**config.mk**
```make
export PLATFORM = sky130hd
export DESIGN_NAME = mux2_rr_arbiter_flat
export DESIGN_NICKNAME = d
export VERILOG_FILES = /design/src/rtl/arb_pkg.sv /design/src/rtl/mux2_rr_arbiter_if.sv /design/src/rtl/Mux2x1.sv /design/src/rtl/mux2_rr_arbiter.sv /design/src/flat_wrapper.sv
export SDC_FILE = /design/constraint.sdc
export NUM_CORES = 1
export LEC_CHECK = 0
export CAP_MARGIN = 10
export CORE_MARGIN = 2
export CORE_UTILIZATION = 43
export CTS_CLUSTER_SIZE = 8
export DETAILED_ROUTE_END_ITERATION = 6
export PLACE_DENSITY = 0.87
export SYNTH_ARGS = -nofsm -noshare
export SYNTH_HDL_FRONTEND = slang
export SYNTH_HIERARCHICAL = 1
export SYNTH_SLANG_ARGS = --single-unit
```
**constraint.sdc**
```tcl
create_clock -name clk -period 2.75 [get_ports clk]
set_clock_uncertainty 0.05 [all_clocks]
set_input_delay 0.275 -clock clk [delete_from_list [all_inputs] [get_ports clk]]
set_output_delay 0.275 -clock clk [all_outputs]
set_load 0.01 [all_outputs]
```
**src/rtl/arb_pkg.sv**
```systemverilog
// Shared definitions for the two-requester round-robin arbiter.
package arb_pkg;

   typedef enum logic [1:0] {
      ARB   = 2'd0,
      LOCK0 = 2'd1,
      LOCK1 = 2'd2
   } arb_state_e;

   localparam logic REQ0 = 1'b0;
   localparam logic REQ1 = 1'b1;

   localparam int DEF_WIDTH = 32;

endpackage

```
**src/rtl/mux2_rr_arbiter_if.sv**
```systemverilog
// Requester/downstream handshake bundle for mux2_rr_arbiter.
interface mux2_rr_arbiter_if #(
   parameter int WIDTH = 32,
   parameter int CNT_W = 16
);
   logic             in0_valid;
   logic [WIDTH-1:0] in0_data;
   logic             in0_lock;
   logic             in0_ready;
   logic             in1_valid;
   logic [WIDTH-1:0] in1_data;
   logic             in1_lock;
   logic             in1_ready;
   logic             out_valid;
   logic [WIDTH-1:0] out_data;
   logic             out_src;
   logic             out_ready;
   logic [CNT_W-1:0] grant_cnt0;
   logic [CNT_W-1:0] grant_cnt1;

   modport master (
      output in0_valid, in0_data, in0_lock,
      output in1_valid, in1_data, in1_lock,
      output out_ready,
      input  in0_ready, in1_ready,
      input  out_valid, out_data, out_src,
      input  grant_cnt0, grant_cnt1
   );

   modport slave (
      input  in0_valid, in0_data, in0_lock,
      input  in1_valid, in1_data, in1_lock,
      input  out_ready,
      output in0_ready, in1_ready,
      output out_valid, out_data, out_src,
      output grant_cnt0, grant_cnt1
   );
endinterface

```
**src/rtl/Mux2x1.sv**
```systemverilog
// Plain two-input word multiplexer shared by both requesters.
module Mux2x1 #(
   parameter int WIDTH = 32
) (
   input  logic [WIDTH-1:0] i0,
   input  logic [WIDTH-1:0] i1,
   input  logic             sel,
   output logic [WIDTH-1:0] out
);
   assign out = sel ? i1 : i0;
endmodule

```
**src/rtl/mux2_rr_arbiter.sv**
```systemverilog
// Round-robin arbiter with per-requester lock, registered output and grant counters.
//   state | meaning
//   ARB   | round-robin between valid requesters, last_grant breaks ties
//   LOCK0 | requester 0 owns the datapath until it sends a beat with lock=0
//   LOCK1 | requester 1 owns the datapath until it sends a beat with lock=0
module mux2_rr_arbiter
   import arb_pkg::*;
#(
   parameter int WIDTH = DEF_WIDTH,
   parameter int CNT_W = 16
) (
   input logic              clk,
   input logic              reset,
   mux2_rr_arbiter_if.slave bus
);

   localparam logic [1:0] ST_ARB   = 2'(ARB);
   localparam logic [1:0] ST_LOCK0 = 2'(LOCK0);
   localparam logic [1:0] ST_LOCK1 = 2'(LOCK1);

   logic [1:0]       state_q, state_d;
   logic             last_grant_q;
   logic             out_valid_q;
   logic [WIDTH-1:0] out_data_q;
   logic             out_src_q;
   logic [CNT_W-1:0] cnt0_q, cnt1_q;

   logic             sel;
   logic             sel_valid;
   logic             sel_lock;
   logic             can_accept;
   logic             accept;
   logic [WIDTH-1:0] mux_out;

   Mux2x1 #(.WIDTH(WIDTH)) u_mux (
      .i0  (bus.in0_data),
      .i1  (bus.in1_data),
      .sel (sel),
      .out (mux_out)
   );

   always_comb begin
      sel = last_grant_q;
      case (state_q)
         ST_LOCK0: sel = REQ0;
         ST_LOCK1: sel = REQ1;
         default: begin
            if (bus.in0_valid && !bus.in1_valid)
               sel = REQ0;
            else if (bus.in1_valid && !bus.in0_valid)
               sel = REQ1;
            else if (bus.in0_valid && bus.in1_valid)
               sel = !last_grant_q;
            else
               sel = last_grant_q;
         end
      endcase
   end

   assign sel_valid  = (sel == REQ1) ? bus.in1_valid : bus.in0_valid;
   assign sel_lock   = (sel == REQ1) ? bus.in1_lock  : bus.in0_lock;
   assign can_accept = !out_valid_q || bus.out_ready;
   // Reset gates ready so nothing is consumed in a cycle whose result is discarded.
   assign accept     = can_accept && sel_valid && !reset;

   assign bus.in0_ready = accept && (sel == REQ0);
   assign bus.in1_ready = accept && (sel == REQ1);

   always_comb begin
      state_d = state_q;
      if (accept) begin
         if (sel_lock)
            state_d = (sel == REQ1) ? ST_LOCK1 : ST_LOCK0;
         else
            state_d = ST_ARB;
      end
   end

   always_ff @(posedge clk) begin
      if (reset) begin
         state_q      <= ST_ARB;
         last_grant_q <= REQ1;
         out_valid_q  <= 1'b0;
         out_data_q   <= '0;
         out_src_q    <= 1'b0;
         cnt0_q       <= '0;
         cnt1_q       <= '0;
      end else begin
         state_q <= state_d;
         if (accept) begin
            out_valid_q  <= 1'b1;
            out_data_q   <= mux_out;
            out_src_q    <= sel;
            last_grant_q <= sel;
            if (sel == REQ0) begin
               if (cnt0_q != {CNT_W{1'b1}})
                  cnt0_q <= cnt0_q + CNT_W'(1);
            end else begin
               if (cnt1_q != {CNT_W{1'b1}})
                  cnt1_q <= cnt1_q + CNT_W'(1);
            end
         end else if (out_valid_q && bus.out_ready) begin
            out_valid_q <= 1'b0;
         end
      end
   end

   assign bus.out_valid  = out_valid_q;
   assign bus.out_data   = out_data_q;
   assign bus.out_src    = out_src_q;
   assign bus.grant_cnt0 = cnt0_q;
   assign bus.grant_cnt1 = cnt1_q;

endmodule

```
**src/flat_wrapper.sv**
```systemverilog
// flat-port wrapper written by rule: the top's interface ports become plain ports
module mux2_rr_arbiter_flat import arb_pkg::*;
#(
   parameter int WIDTH = DEF_WIDTH,
   parameter int CNT_W = 16
)
  (clk, reset, bus_in0_valid, bus_in0_data, bus_in0_lock, bus_in1_valid, bus_in1_data, bus_in1_lock, bus_out_ready, bus_in0_ready, bus_in1_ready, bus_out_valid, bus_out_data, bus_out_src, bus_grant_cnt0, bus_grant_cnt1);
  mux2_rr_arbiter_if #(.WIDTH(WIDTH), .CNT_W(CNT_W)) bus_i ();
  input logic clk;
  input logic reset;
  input wire logic [$bits(bus_i.in0_valid)-1:0] bus_in0_valid;
  input wire logic [$bits(bus_i.in0_data)-1:0] bus_in0_data;
  input wire logic [$bits(bus_i.in0_lock)-1:0] bus_in0_lock;
  input wire logic [$bits(bus_i.in1_valid)-1:0] bus_in1_valid;
  input wire logic [$bits(bus_i.in1_data)-1:0] bus_in1_data;
  input wire logic [$bits(bus_i.in1_lock)-1:0] bus_in1_lock;
  input wire logic [$bits(bus_i.out_ready)-1:0] bus_out_ready;
  output wire logic [$bits(bus_i.in0_ready)-1:0] bus_in0_ready;
  output wire logic [$bits(bus_i.in1_ready)-1:0] bus_in1_ready;
  output wire logic [$bits(bus_i.out_valid)-1:0] bus_out_valid;
  output wire logic [$bits(bus_i.out_data)-1:0] bus_out_data;
  output wire logic [$bits(bus_i.out_src)-1:0] bus_out_src;
  output wire logic [$bits(bus_i.grant_cnt0)-1:0] bus_grant_cnt0;
  output wire logic [$bits(bus_i.grant_cnt1)-1:0] bus_grant_cnt1;
  assign bus_i.in0_valid = bus_in0_valid;
  assign bus_i.in0_data = bus_in0_data;
  assign bus_i.in0_lock = bus_in0_lock;
  assign bus_i.in1_valid = bus_in1_valid;
  assign bus_i.in1_data = bus_in1_data;
  assign bus_i.in1_lock = bus_in1_lock;
  assign bus_i.out_ready = bus_out_ready;
  assign bus_in0_ready = bus_i.in0_ready;
  assign bus_in1_ready = bus_i.in1_ready;
  assign bus_out_valid = bus_i.out_valid;
  assign bus_out_data = bus_i.out_data;
  assign bus_out_src = bus_i.out_src;
  assign bus_grant_cnt0 = bus_i.grant_cnt0;
  assign bus_grant_cnt1 = bus_i.grant_cnt1;
  mux2_rr_arbiter #(.WIDTH(WIDTH), .CNT_W(CNT_W)) u_core (.clk(clk), .reset(reset), .bus(bus_i));
endmodule
```
==> results.md <==
- Final worst slack: 0.123 ns
- Power per cell area: 523 mW/mm^2
- R2R Path Start: u_core/state_q[0]$_SDFFE_PP0P_
- Hold path depth: 4
- Fmax: 381 MHz
- # Post-CTS Setup Buffers: 0
- RSZ-0062 raised after global routing: no
- Site row count: 32
- Area Overhead vs Synth: 49.0%
- Post-synth net total: 461
- Hold Crit Endpoint: u_core/bus.grant_cnt0[11]$_SDFFE_PP0P_
- Die W: 93.5 um
- CTS Buf Count: 9
- Clock power share: 0.389
- Post-route ant nets: 0
- Ys Warns: 6
- Via/cell ratio: 5.18
- Logic pwr share: 0.207
- Vias in the first global route: 2988
- Synth Flop Type: dfxtp_1
- Worst-margin pin slew: 0.695 ns
- Number of synthesized flops with an enable pin: 0
- Cell taking the most area after synthesis: dfxtp_1
- CTS Sinks: 69
- Max incr delay on CP: 0.61 ns
- Status: complete, no violations
- Total power: 2680 uW
- Worst-path clk slew: 0.08 ns
- DRT Pass-1 Iters: 4
- Sequential share of power: 0.404
- Synth Area per Inst: 8.89 sq um
- Cell area after synthesis: 0.00344 sq mm
- Relative slew slack: 0.524
- Crit Path Class: reg -> out
- Synth top area cells: dfxtp_1 40%, mux2_4 13%, nand2_1 9.1%
- Vias: 3258
- GR Overflow Total: 0
- Total Die Area: 0.00874 sq mm
- Switch share: 0.241
- Initial Util: 0.445
- Per-cell routed wire length: 14.4 um
- Antenna diodes: 0
- CTS tree: yes
- Critical Path AT: 2.30 ns
- 1st-iter DRT viols: 111
- Final worst path period share: 0.955
- Area after DPL: 0.00487 sq mm
- Hold Fails Final Rpt: 0
- LEAKAGE: 0.00197 uW
- Fill count: 592
- FFs w/ async S/R, synth: 0
- Crit. End Element: output port
- Max-cap viol count: 0
- Root buf cell: clkbuf_8
- Total GRT Usage: 0.202
- Reg2Reg Depth: 7
- Worst hold path class: in -> reg
- CP Data Required Time: 2.42 ns
- Worst skew pair latency: 0.33 ns
- Fraction of layout cells with a size suffix above 1: 0.123
- Initial antenna violation count: 0
- Internal cell power: 2030 uW
- Post-synth cell types: 46
- Hpwl dp: 6600 um
- RePlAce Congestion: 0.870
- Max clock buf depth: 2
- Yosys top cell area share: 0.401
- #FFs+latches synth: 69
- Residual DRC: 0
- I/O Pins: 139
- Sequential area share after synthesis: 0.401
- Worst hold margin: 0.371 ns
- Cts hold-fix bufs: 0
- Pre-CTS WS: 0.154 ns
- Fin Setup TNS: 0 ns
- Reg2Reg Capture Point: u_core/bus.grant_cnt0[15]$_SDFFE_PP0P_
- Nets: 596
- DIE HEIGHT: 93.5 um
- Synthesized instance count: 387
- Final wirelength: 9090 um
- R2r setup slk: 0.31 ns
- CP Cell Sequence: inv_1, ha_1, nor2b_1, a31o_4, nor2_1, clkdlybuf4s50_1
- Max IR drop VDD: 0.372 mV
- Port bufs: 138
- Switching power: 647 uW
- # resized after CTS: 0
- First-pass GRT wire length: 14100 um
- Post-route cell area: 0.00513 sq mm
- Max-slew violation count: 0
- Setup violators final: 0
- Hold Path Origin: reset
- Critical path peak fanout: 6
- Crit path time final: 2.63 ns
- Setup crit start kind: flop
- CTS H-Tree Depth: 3
- Worst path slowest cell: clkdlybuf4s50_1
- Core box area: 0.00773 sq mm
- Largest net degree at the start of global routing: 67
-- synthesized netlist by cell type, types with 2 or more instances --
library cell	instances
buf_12	3
or4_1	3
and3_1	5
xnor2_1	14
nor2_1	28
a211oi_1	5
or3_1	2
nor4_1	4
a2111oi_0	5
inv_1	5
nor2b_1	4
mux2_4	30
and4_1	2
mux2i_1	6
ha_1	3
dfxtp_1	69
nand3_1	18
o21ai_0	3
a21oi_1	39
nand2_1	83
nand4_1	6
a41o_1	2
clkbuf_1	16
nor3_1	5
mux2_2	6
-- cell usage in the layout, fill, tap and decap left out, types with 8 or more instances in the layout --
cell	count
buf_4	8
nor2_1	28
xnor2_1	14
clkdlybuf4s50_1	137
clkbuf_8	11
mux2_4	30
nand3_1	18
a21oi_1	39
dfxtp_1	69
nand2_1	83
-- cell type report --
class	count	area, sq um	area share
sequential	69	1380	0.269
inverter	6	22.5	0.00439
clock buffer	11	151	0.0295
clock inverter	5	106	0.0207
multi-input combinational	290	1900	0.371
tap	102	128	0.0249
timing repair buffer	146	1440	0.280
-- cells by family after synthesis --
logic type	after synthesis	share of synthesized area
xor+xnor	14	0.0356
mux	42	0.168
flops	69	0.401
fa+ha+maj	3	0.0109
simple gates	165	0.214
compound gates	66	0.123
buf+inv	28	0.0473
-- critical path, delay by kind of cell, from the launching register on --
family	cells	cell delay, ns
AO/OA/AOI/OAI	1	0.24
flip-flops	1	0.34
buffers and inverters	2	0.66
adder cells (fa/ha/maj)	1	0.37
AND/OR/NAND/NOR	2	0.37
-- per-stage QoR --
step | util | instances
6_report | 0.664 | 629
5_1_grt | 0.664 | 629
4_1_cts | 0.664 | 629
3_5_place_dp | 0.631 | 613
3_3_place_gp | 0.631 | 613
2_1_floorplan | - | 387
-- flip-flops by register name, summed over array words and instances (netlist names) --
name                   cells
u_core/bus.out_data       32
u_core/bus.grant_cnt0     16
u_core/bus.grant_cnt1     16
u_core/state_q             2
u_core/bus.out_src         1
u_core/bus.out_valid       1
u_core/last_grant_q        1
-- power by group through the flow --
stage / clock, uW / combinational, uW / sequential, uW
global route: 1110 / 596 / 1090
detailed placement: 0 / 555 / 1110
CTS: 1070 / 560 / 1080
global placement: 0 / 543 / 1100
finish: 1040 / 555 / 1080
floorplan: 0 / 294 / 1130
-- per-layer routing --
| metal | global-route usage | routed length, um | vias to the layer above |
|---|---|---|---|
| met5 | 0 | 0 | - |
| met4 | 0.0748 | 72 | 0 |
| met3 | 0.0387 | 496 | 4 |
| met2 | 0.356 | 4790 | 100 |
| met1 | 0.241 | 3730 | 1526 |
| li1 | - | - | 1628 |
-- worst max-delay path by stage --
stage                                    from                                      to  depth (start not counted)
6_report       u_core/state_q[0]$_SDFFE_PP0P_                           bus_in0_ready                          6
5_1_grt        u_core/state_q[0]$_SDFFE_PP0P_                           bus_in0_ready                          6
4_1_cts        u_core/state_q[0]$_SDFFE_PP0P_                           bus_in0_ready                          6
3_5_place_dp                    bus_in0_valid  u_core/bus.grant_cnt0[15]$_SDFFE_PP0P_                          6
3_3_place_gp                    bus_in1_valid  u_core/bus.grant_cnt0[15]$_SDFFE_PP0P_                          6
2_1_floorplan  u_core/state_q[0]$_SDFFE_PP0P_  u_core/bus.grant_cnt0[15]$_SDFFE_PP0P_                          8
No activity file was read; power rests on OpenSTA's default activity.
